--- src/rtl/soc_timer_pkg.sv ---
// Shared definitions for the SoC timer peripheral.
// Latency: none (types, constants and a pure byte-merge helper).
// Backpressure: not applicable.
package soc_timer_pkg;

    // Register indices decoded from addr[3:2]
    localparam logic [1:0] REG_CTRL  = 2'd0;
    localparam logic [1:0] REG_PRESC = 2'd1;
    localparam logic [1:0] REG_COUNT = 2'd2;
    localparam logic [1:0] REG_CMP   = 2'd3;

    // CTRL bit positions
    localparam int CTRL_EN   = 0;
    localparam int CTRL_AR   = 1;
    localparam int CTRL_IE   = 2;
    localparam int CTRL_PEND = 8;

    // Bus slave handshake state
    typedef enum logic {
        ST_IDLE = 1'b0,
        ST_ACK  = 1'b1
    } bus_state_t;

    // Merge write data into the current value, one byte lane per enable bit
    function automatic logic [31:0] apply_be(input logic [31:0] cur,
                                             input logic [31:0] wd,
                                             input logic [3:0]  be);
        logic [31:0] r;
        r = cur;
        for (int i = 0; i < 4; i++) begin
            if (be[i]) r[8*i +: 8] = wd[8*i +: 8];
        end
        return r;
    endfunction

endpackage

--- src/rtl/soc_timer_presc.sv ---
// Prescaler: counts enabled cycles and emits a tick when the count equals the reload value.
// Latency: tick is combinational from the registered count; count wraps to 0 on tick.
// Backpressure: none; en=0 freezes the count, clr forces it to 0.
module soc_timer_presc #(
    parameter int PRESC_W = 16
) (
    input  logic               clk,
    input  logic               rstn,
    input  logic               en,
    input  logic [PRESC_W-1:0] reload,
    input  logic               clr,
    output logic               tick
);

    logic [PRESC_W-1:0] pcnt;

    assign tick = en && (pcnt == reload);

    // Prescale counter: clear on PRESC write, otherwise count while enabled
    always_ff @(posedge clk or negedge rstn) begin
        if (!rstn) begin
            pcnt <= '0;
        end else if (clr) begin
            pcnt <= '0;
        end else if (en) begin
            if (pcnt == reload) pcnt <= '0;
            else                pcnt <= pcnt + PRESC_W'(1);
        end
    end

endmodule

--- src/rtl/soc_timer.sv ---
// Memory-mapped prescaled 32-bit timer with compare match and level interrupt.
// Latency: bus req -> ack one cycle; interrupt request rises the cycle after a match tick.
// Backpressure: none; one access per req/ack pair, req ignored while ack is high.
module soc_timer
    import soc_timer_pkg::*;
#(
    parameter int          PRESC_W = 16,
    parameter logic [31:0] RST_CMP = 32'hFFFF_FFFF
) (
    input  logic        clk,
    input  logic        rstn,
    input  logic        bus_req,
    input  logic        bus_we,
    input  logic [3:0]  bus_be,
    input  logic [31:0] bus_addr,
    input  logic [31:0] bus_wdata,
    output logic [31:0] bus_rdata,
    output logic        bus_ack,
    output logic        int_req_o,
    input  logic        int_fin_i
);

    bus_state_t state, state_nxt;
    logic       access;

    logic               ctrl_en, ctrl_ar, ctrl_ie, pend;
    logic [PRESC_W-1:0] presc;
    logic [31:0]        count, cmp;

    logic [1:0]  idx;
    logic        wr_en, rd_en;
    logic        wr_ctrl, wr_presc, wr_count, wr_cmp;
    logic [31:0] ctrl_rd, presc_ext, presc_new, rd_mux;
    logic        tick, match, pend_clr;
    logic        unused_bits;

    assign idx      = bus_addr[3:2];
    assign wr_en    = access && bus_we;
    assign rd_en    = access && !bus_we;
    assign wr_ctrl  = wr_en && (idx == REG_CTRL);
    assign wr_presc = wr_en && (idx == REG_PRESC);
    assign wr_count = wr_en && (idx == REG_COUNT);
    assign wr_cmp   = wr_en && (idx == REG_CMP);

    assign bus_ack   = (state == ST_ACK);
    assign int_req_o = pend && ctrl_ie;

    assign ctrl_rd   = {23'd0, pend, 5'd0, ctrl_ie, ctrl_ar, ctrl_en};
    assign presc_ext = 32'(presc);
    assign presc_new = apply_be(presc_ext, bus_wdata, bus_be);

    // Compare is evaluated on the pre-write COUNT so a same-cycle bus write cannot hide a match
    assign match    = tick && (count == cmp);
    assign pend_clr = (int_fin_i && int_req_o) ||
                      (wr_ctrl && bus_be[1] && bus_wdata[CTRL_PEND]);

    // Address bits outside the register window and PRESC bits above PRESC_W are don't-care
    assign unused_bits = ^{bus_addr[31:4], bus_addr[1:0], presc_new[31:PRESC_W]};

    soc_timer_presc #(
        .PRESC_W (PRESC_W)
    ) u_presc (
        .clk    (clk),
        .rstn   (rstn),
        .en     (ctrl_en),
        .reload (presc),
        .clr    (wr_presc),
        .tick   (tick)
    );

    // Bus FSM state register
    always_ff @(posedge clk or negedge rstn) begin
        if (!rstn) state <= ST_IDLE;
        else       state <= state_nxt;
    end

    // Bus FSM next state: accept in IDLE, spend exactly one cycle in ACK
    always_comb begin
        state_nxt = state;
        access    = 1'b0;
        case (state)
            ST_IDLE: begin
                if (bus_req) begin
                    access    = 1'b1;
                    state_nxt = ST_ACK;
                end
            end
            ST_ACK:  state_nxt = ST_IDLE;
            default: state_nxt = ST_IDLE;
        endcase
    end

    // Read data mux over the register file
    always_comb begin
        rd_mux = 32'd0;
        case (idx)
            REG_CTRL:  rd_mux = ctrl_rd;
            REG_PRESC: rd_mux = presc_ext;
            REG_COUNT: rd_mux = count;
            REG_CMP:   rd_mux = cmp;
            default:   rd_mux = 32'd0;
        endcase
    end

    // Read data captured on a read access and held until the next one
    always_ff @(posedge clk or negedge rstn) begin
        if (!rstn)      bus_rdata <= 32'd0;
        else if (rd_en) bus_rdata <= rd_mux;
    end

    // CTRL control bits live in byte 0
    always_ff @(posedge clk or negedge rstn) begin
        if (!rstn) begin
            ctrl_en <= 1'b0;
            ctrl_ar <= 1'b0;
            ctrl_ie <= 1'b0;
        end else if (wr_ctrl && bus_be[0]) begin
            ctrl_en <= bus_wdata[CTRL_EN];
            ctrl_ar <= bus_wdata[CTRL_AR];
            ctrl_ie <= bus_wdata[CTRL_IE];
        end
    end

    // Pending flag: a new match beats any clear in the same cycle
    always_ff @(posedge clk or negedge rstn) begin
        if (!rstn) pend <= 1'b0;
        else       pend <= match || (pend && !pend_clr);
    end

    // Prescaler reload register
    always_ff @(posedge clk or negedge rstn) begin
        if (!rstn)         presc <= '0;
        else if (wr_presc) presc <= presc_new[PRESC_W-1:0];
    end

    // Main counter: bus write has priority over a tick
    always_ff @(posedge clk or negedge rstn) begin
        if (!rstn) begin
            count <= 32'd0;
        end else if (wr_count) begin
            count <= apply_be(count, bus_wdata, bus_be);
        end else if (tick) begin
            if (match && ctrl_ar) count <= 32'd0;
            else                  count <= count + 32'd1;
        end
    end

    // Compare register
    always_ff @(posedge clk or negedge rstn) begin
        if (!rstn)       cmp <= RST_CMP;
        else if (wr_cmp) cmp <= apply_be(cmp, bus_wdata, bus_be);
    end

endmodule
--- config.mk ---
export PLATFORM = sky130hd
export DESIGN_NAME = soc_timer
export DESIGN_NICKNAME = d
export VERILOG_FILES = /design/src/rtl/soc_timer_pkg.sv /design/src/rtl/soc_timer_presc.sv /design/src/rtl/soc_timer.sv
export SDC_FILE = /design/constraint.sdc
export NUM_CORES = 1
export LEC_CHECK = 0
export ABC_CLOCK_PERIOD_IN_PS = 2950
export CORE_ASPECT_RATIO = 1.25
export CORE_MARGIN = 5
export CORE_UTILIZATION = 38
export DETAILED_ROUTE_END_ITERATION = 7
export HOLD_SLACK_MARGIN = 0.02
export MAX_ROUTING_LAYER = met4
export PLACE_DENSITY = 0.69
export REMOVE_ABC_BUFFERS = 1
export SYNTH_ARGS = -nofsm -noshare
export SYNTH_HDL_FRONTEND = slang
export SYNTH_SLANG_ARGS = --single-unit
--- constraint.sdc ---
create_clock -name clk -period 2.95 [get_ports clk]
set_clock_uncertainty 0.1 [all_clocks]
set_input_delay 0.4425 -clock clk [delete_from_list [all_inputs] [get_ports clk]]
set_output_delay 0.4425 -clock clk [all_outputs]
set_load 0.005 [all_outputs]
### Word level (Yosys, flattened, before mapping)

Cells that the tools add are included.

| cells by class | value |
|---|---|
| multiplexer cells | 14 |
| eq/ne operators | 9 |
| $add $sub $neg | 2 |
| reduce and logical (&&, ||, !) cells | 32 |
| bitwise operators | 1 |

Operator list:

| cell | count |
|---|---|
| $pmux W32 S4 | 1 |
| $mux W32 | 3 |
| $mux W16 | 3 |
| $add A32 B1 Y32 const B | 1 |
| $eq A32 B32 Y1 | 1 |
| $mux W8 | 4 |
| $reduce_and A2 Y1 | 10 |
| $add A16 B1 Y16 const B | 1 |
| $eq A16 B16 Y1 | 1 |
| $logic_and A1 B1 Y1 | 15 |
| $ne A2 B2 Y1 const B | 4 |
| $eq A2 B2 Y1 const B | 2 |
| $reduce_bool A2 Y1 | 2 |
| $eq A2 B1 Y1 const B | 1 |
| $logic_not A1 Y1 | 2 |
| $logic_not A2 Y1 | 1 |
| $logic_or A1 B1 Y1 | 2 |
| $mux W1 | 2 |
| $pmux W1 S2 | 1 |
| $not A1 Y1 | 1 |

| storage, ports and cells | value |
|---|---|
| logic and storage cells | 75 |
| output and inout bits | 34 |
| bits of input ports | 73 |
| register bits | 133 |

### Logic depth before layout (Yosys ltp)

| depth | value |
|---|---|
| depth after elaboration | 10 |
| mapped depth | 10 |

### Hierarchy

Synthesis repeated with hierarchy kept, for this count alone.

| unflattened totals | value |
|---|---|
| cell total of the unflattened synthesis | 734 |
| area total of the unflattened synthesis | 7,508.5 um^2 |

Modules (own cells, without submodules):

| module | times used | cells each | area an instance (um^2) | seq. area each (um^2) |
|---|---|---|---|---|
| soc_timer | 1 | 630 | 6,458.7 | 2,967.8 |
| soc_timer_presc | 1 | 104 | 1,049.8 | 400.4 |

### Least setup slack after synthesis

No wires, ideal clock.

| timing path | value |
|---|---|
| path type | reg-to-reg |
| from | register u_presc.pcnt[12] |
| to | register count[31] |
| period minus slack after synthesis | 2.254 ns |
| path buffers | 2 |
| arrival time | 2.053 ns |
| stages on the path, launching flop included | 9 |
| setup slack | 0.696 ns |
| cells stage by stage | dfrtp_1 > buf_6 > xnor2_1 > nand4_1 > nor4_2 > buf_4 > nand2_1 > or4b_4 > o311ai_2 |

| between the ends | value |
|---|---|
| cells in the longest elaborated chain, start to end | 7 |

Ends and longest elaborated chain:

| element | RTL line | source |
|---|---|---|
| from (decl) | soc_timer_presc.sv:15 | `logic [PRESC_W-1:0] pcnt;` |
| from (signal assigned) | soc_timer_presc.sv:27 | `else pcnt <= pcnt + PRESC_W'(1);` |
| $eq A16 B16 Y1 * | soc_timer_presc.sv:17 | `assign tick = en && (pcnt == reload);` |
| $logic_and A1 B1 Y1 * | soc_timer_presc.sv:17 |  |
| $logic_and A1 B1 Y1 | soc_timer.sv:53 | `assign match = tick && (count == cmp);` |
| $logic_and A1 B1 Y1 | soc_timer.sv:143 | `if (match && ctrl_ar) count <= 32'd0;` |
| $mux W32 | soc_timer.sv:143 |  |
| $mux W32 | soc_timer.sv:142 | `end else if (tick) begin` |
| $mux W32 | soc_timer.sv:140 | `end else if (wr_count) begin` |
| to (signal assigned) | soc_timer.sv:141 | `count <= apply_be(count, bus_wdata, bus_be);` |
| to (signal assigned) | soc_timer.sv:144 | `else count <= count + 32'd1;` |
| to (decl) | soc_timer.sv:28 | `logic [31:0] count, cmp;` |

Mark *: on every way between the ends. The rest lies on a longest branch, timed or not. The select of a mux whose other input is x is not followed.
A chain may end at the register's enable or synchronous reset.

### Worst setup path after layout

| timing path | value |
|---|---|
| from | register u_presc.pcnt[12] |
| to | register count[20] |

Same word-level chain as after synthesis.

==> results.cfg <==
[global_route]
grt_pass1_wl_um = 34200
grtUsageTotal = 0.198
grt_max_degree = 61
use_met2 = 0.316
antenna_found_initial = 0
grt_pass1_vias = 6219
gr-max-usage-layer = met2
met3_usage = 0.0332
overflow = 0
gr-usage-met1 = 0.250

[timing]
max_freq_ghz = 0.364
worst-slew-pin-transition_ns = 0.816
relSlewSlack = 0.456
finalSetupTns_ns = 0
fin_crit_sh = 0.933
period_minus_slack_ns = 2.75
hold_violations = 0
rsz0062_at_grt = false
setup_viol = 0
report.final.slew_viol_count = 0

[synthesis]
syn_avg_cell_area_um2 = 10.2
yosysWarnings = 0
synth_area_leader_cell = dfrtp_1
synth_common_cells = dfrtp_1, nand2_1, mux2_2
synth-edff-count = 0
yosys_most_used_dff = dfrtp_1
synthCells = 730
synth-seq-cells = 133
synth.top_cell.area_share = 0.339
synthTopCellsByArea = dfrtp_1, dfstp_2, mux2_2
ys_types = 56
synth_area_um2 = 7450
ys_seq_area_frac = 0.452
synthArstFlopShare = 1.00
yosysMostFrequentCell = dfrtp_1

[routing]
finalWirelength_um = 21300
drc_errors = 0
ant_nets = 0
drt-vias-per-instance = 5.65
drt-wirelength-per-cell_um = 19.6
vias = 6128
drtIter0Drc = 491
drtPass1Iterations = 5

[floorplan]
core_um2 = 19400
rows = 57
initial_core_util = 0.384
die_width_um = 135
pin_count = 107
die_height_um = 167
die-area_um2 = 22500

[setup_path]
worstSetupEndpointType = flop
path_max_fanout = 11
worst_path_max_delay_cell = o311ai_0
cp-start-kind = flop
max_stage_delay_ns = 0.51
critPathArrivalTime_ns = 2.92
cp.required_ns = 3.12
path_class = reg -> reg
path_cells = xnor2_1 > nand4_1 > nor4_2 > buf_4 > and2_1 > nand2_1 > o311ai_0

[clock_network]
htreeDepth = 4
postCtsSetupBuffers = 0
cts_resized = 0
clk_path_buf_depth = 2
cts_hold_buf = 0
cts_buffers = 17
clk_latency_ns = 0.42
path_clk_slew_ns = 0.06
cts_tree = done
root_buffer = clkbuf_16
clock-sinks = 133

[power_and_ir_drop]
internal-power_uw = 4710
pwr-share-seq = 0.391
peakVddDrop_mv = 0.384
power_density_nw_per_um2 = 739
p_leak_uw = 0.00372
p_sw_uw = 2120
p_sw_frac = 0.311
power_uw = 6830
pwr-share-clk = 0.324
pwr-share-comb = 0.284

[outcome]
outcome = finished, final reports clean

[worst_hold_path]
hp-class = in -> async

[cells_and_area]
utilization = 0.476
fillCellCount = 1864
nNetsFinal = 882
layout-drive-gt1-share = 0.222
diodes = 0
syn_to_final_growth_pct = 23.9

[placed_design]
hpwl_um = 15600
portBuffers = 76
gp_congestion = 0.895

[flow_run]
cap_violations = 0
==> cell usage in the layout (no fill, tap or decap), drive strengths merged, types with 4 or more instances in the layout <==
cell type | synthesis | routed
a22oi | 24 | 24
mux4 | 4 | 4
nor4 | 4 | 4
buf | 18 | 39
dfrtp | 101 | 101
o2111ai | 4 | 4
and4 | 4 | 4
xor2 | 7 | 7
or3 | 4 | 4
o21ai | 19 | 19
clkdlybuf4s50 | 0 | 74
a32oi | 5 | 5
inv | 14 | 14
mux2 | 68 | 68
a31oi | 14 | 14
o311ai | 11 | 11
nand2 | 97 | 97
nand3 | 21 | 21
a2bb2oi | 4 | 4
and3 | 18 | 18
mux2i | 17 | 17
a21oi | 10 | 10
and2 | 15 | 15
clkbuf | 37 | 23
nand4 | 28 | 28
bufinv | 0 | 4
nor3 | 12 | 12
o31ai | 19 | 19
nor2 | 24 | 24
dfstp | 32 | 32
a22o | 4 | 4
xnor2 | 52 | 52
==> power by group through the flow <==
stage / clock (µW) / sequential [µW] / combinational (µW)
after global placement: 0 / 2680 / 1900
after floorplan: 0 / 2600 / 1160
after CTS: 2240 / 2670 / 1950
final: 2210 / 2670 / 1940
after global routing: 2330 / 2730 / 2120
after detailed placement: 0 / 2690 / 1930
==> worst paths after layout <==
| check | start | to | slack [ns] | cells after the start |
|---|---|---|---|---|
| setup reg to reg | u_presc.pcnt[12] | count[20] | 0.20 | 7 |
| hold / removal | rstn | bus_rdata[28] | 0.001 | 1 |
| setup / recovery | u_presc.pcnt[12] | count[20] | 0.20 | 7 |
| hold reg to reg | bus_rdata[6] | bus_rdata[6] | 0.37 | 2 |
| min in group clk | bus_rdata[6] | bus_rdata[6] | 0.37 | 2 |
| max in group asynchronous | rstn | cmp[7] | 1.94 | 2 |
==> per-layer routing <==
metal,routed length [µm],vias to the layer above
met5,0,-
met4,801,0
met3,761,51
met2,10700,195
met1,9020,3054
li1,-,2828
==> logic make-up after synthesis <==
family / after synthesis / synth area share
xor gates and xnor gates: 59 / 0.0693
AOI/OAI and AO/OA: 131 / 0.129
adders and majority gates: 2 / 0.00336
muxes: 89 / 0.138
buffers and inverters: 69 / 0.0381
and+or+nand+nor: 247 / 0.170
DFF: 133 / 0.452
==> critical path: cells and delay by family (launching register included) <==
| kind | cells | cell delay, ns |
|---|---|---|
| compound gates | 1 | 0.51 |
| xor+xnor | 1 | 0.18 |
| buf+inv | 1 | 0.23 |
| flops | 1 | 0.46 |
| simple gates | 4 | 1.13 |
==> registers in the layout (all words and copies together) (netlist names) <==
signal	cells
bus_ack	1
bus_rdata	32
cmp	32
count	32
ctrl_ar	1
ctrl_en	1
ctrl_ie	1
pend	1
presc	16
u_presc.pcnt	16
==> layout make-up <==
| type | instances | area [µm²] | area share |
|---|---|---|---|
| clock buffers | 23 | 458 | 0.0496 |
| clock inverters | 9 | 153 | 0.0165 |
| inverters | 14 | 52.6 | 0.00569 |
| multi-input cells | 528 | 3800 | 0.412 |
| flip-flops and latches | 133 | 3370 | 0.365 |
| well taps | 265 | 332 | 0.0359 |
| repair buffers | 113 | 1070 | 0.116 |
==> per-stage QoR <==
stage	hold slack [ns]	setup WS, ns	cells	area (µm²)
5_1_grt	0.0591	0.105	1085	9240
3_3_place_gp	0.361	0.211	1053	8630
4_1_cts	0.0549	0.266	1085	9240
2_1_floorplan	0.0469	-0.199	675	7220
3_5_place_dp	0.367	0.184	1053	8630
6_report	0.00108	0.199	1085	9240
Power figures use the tool's default switching activity.
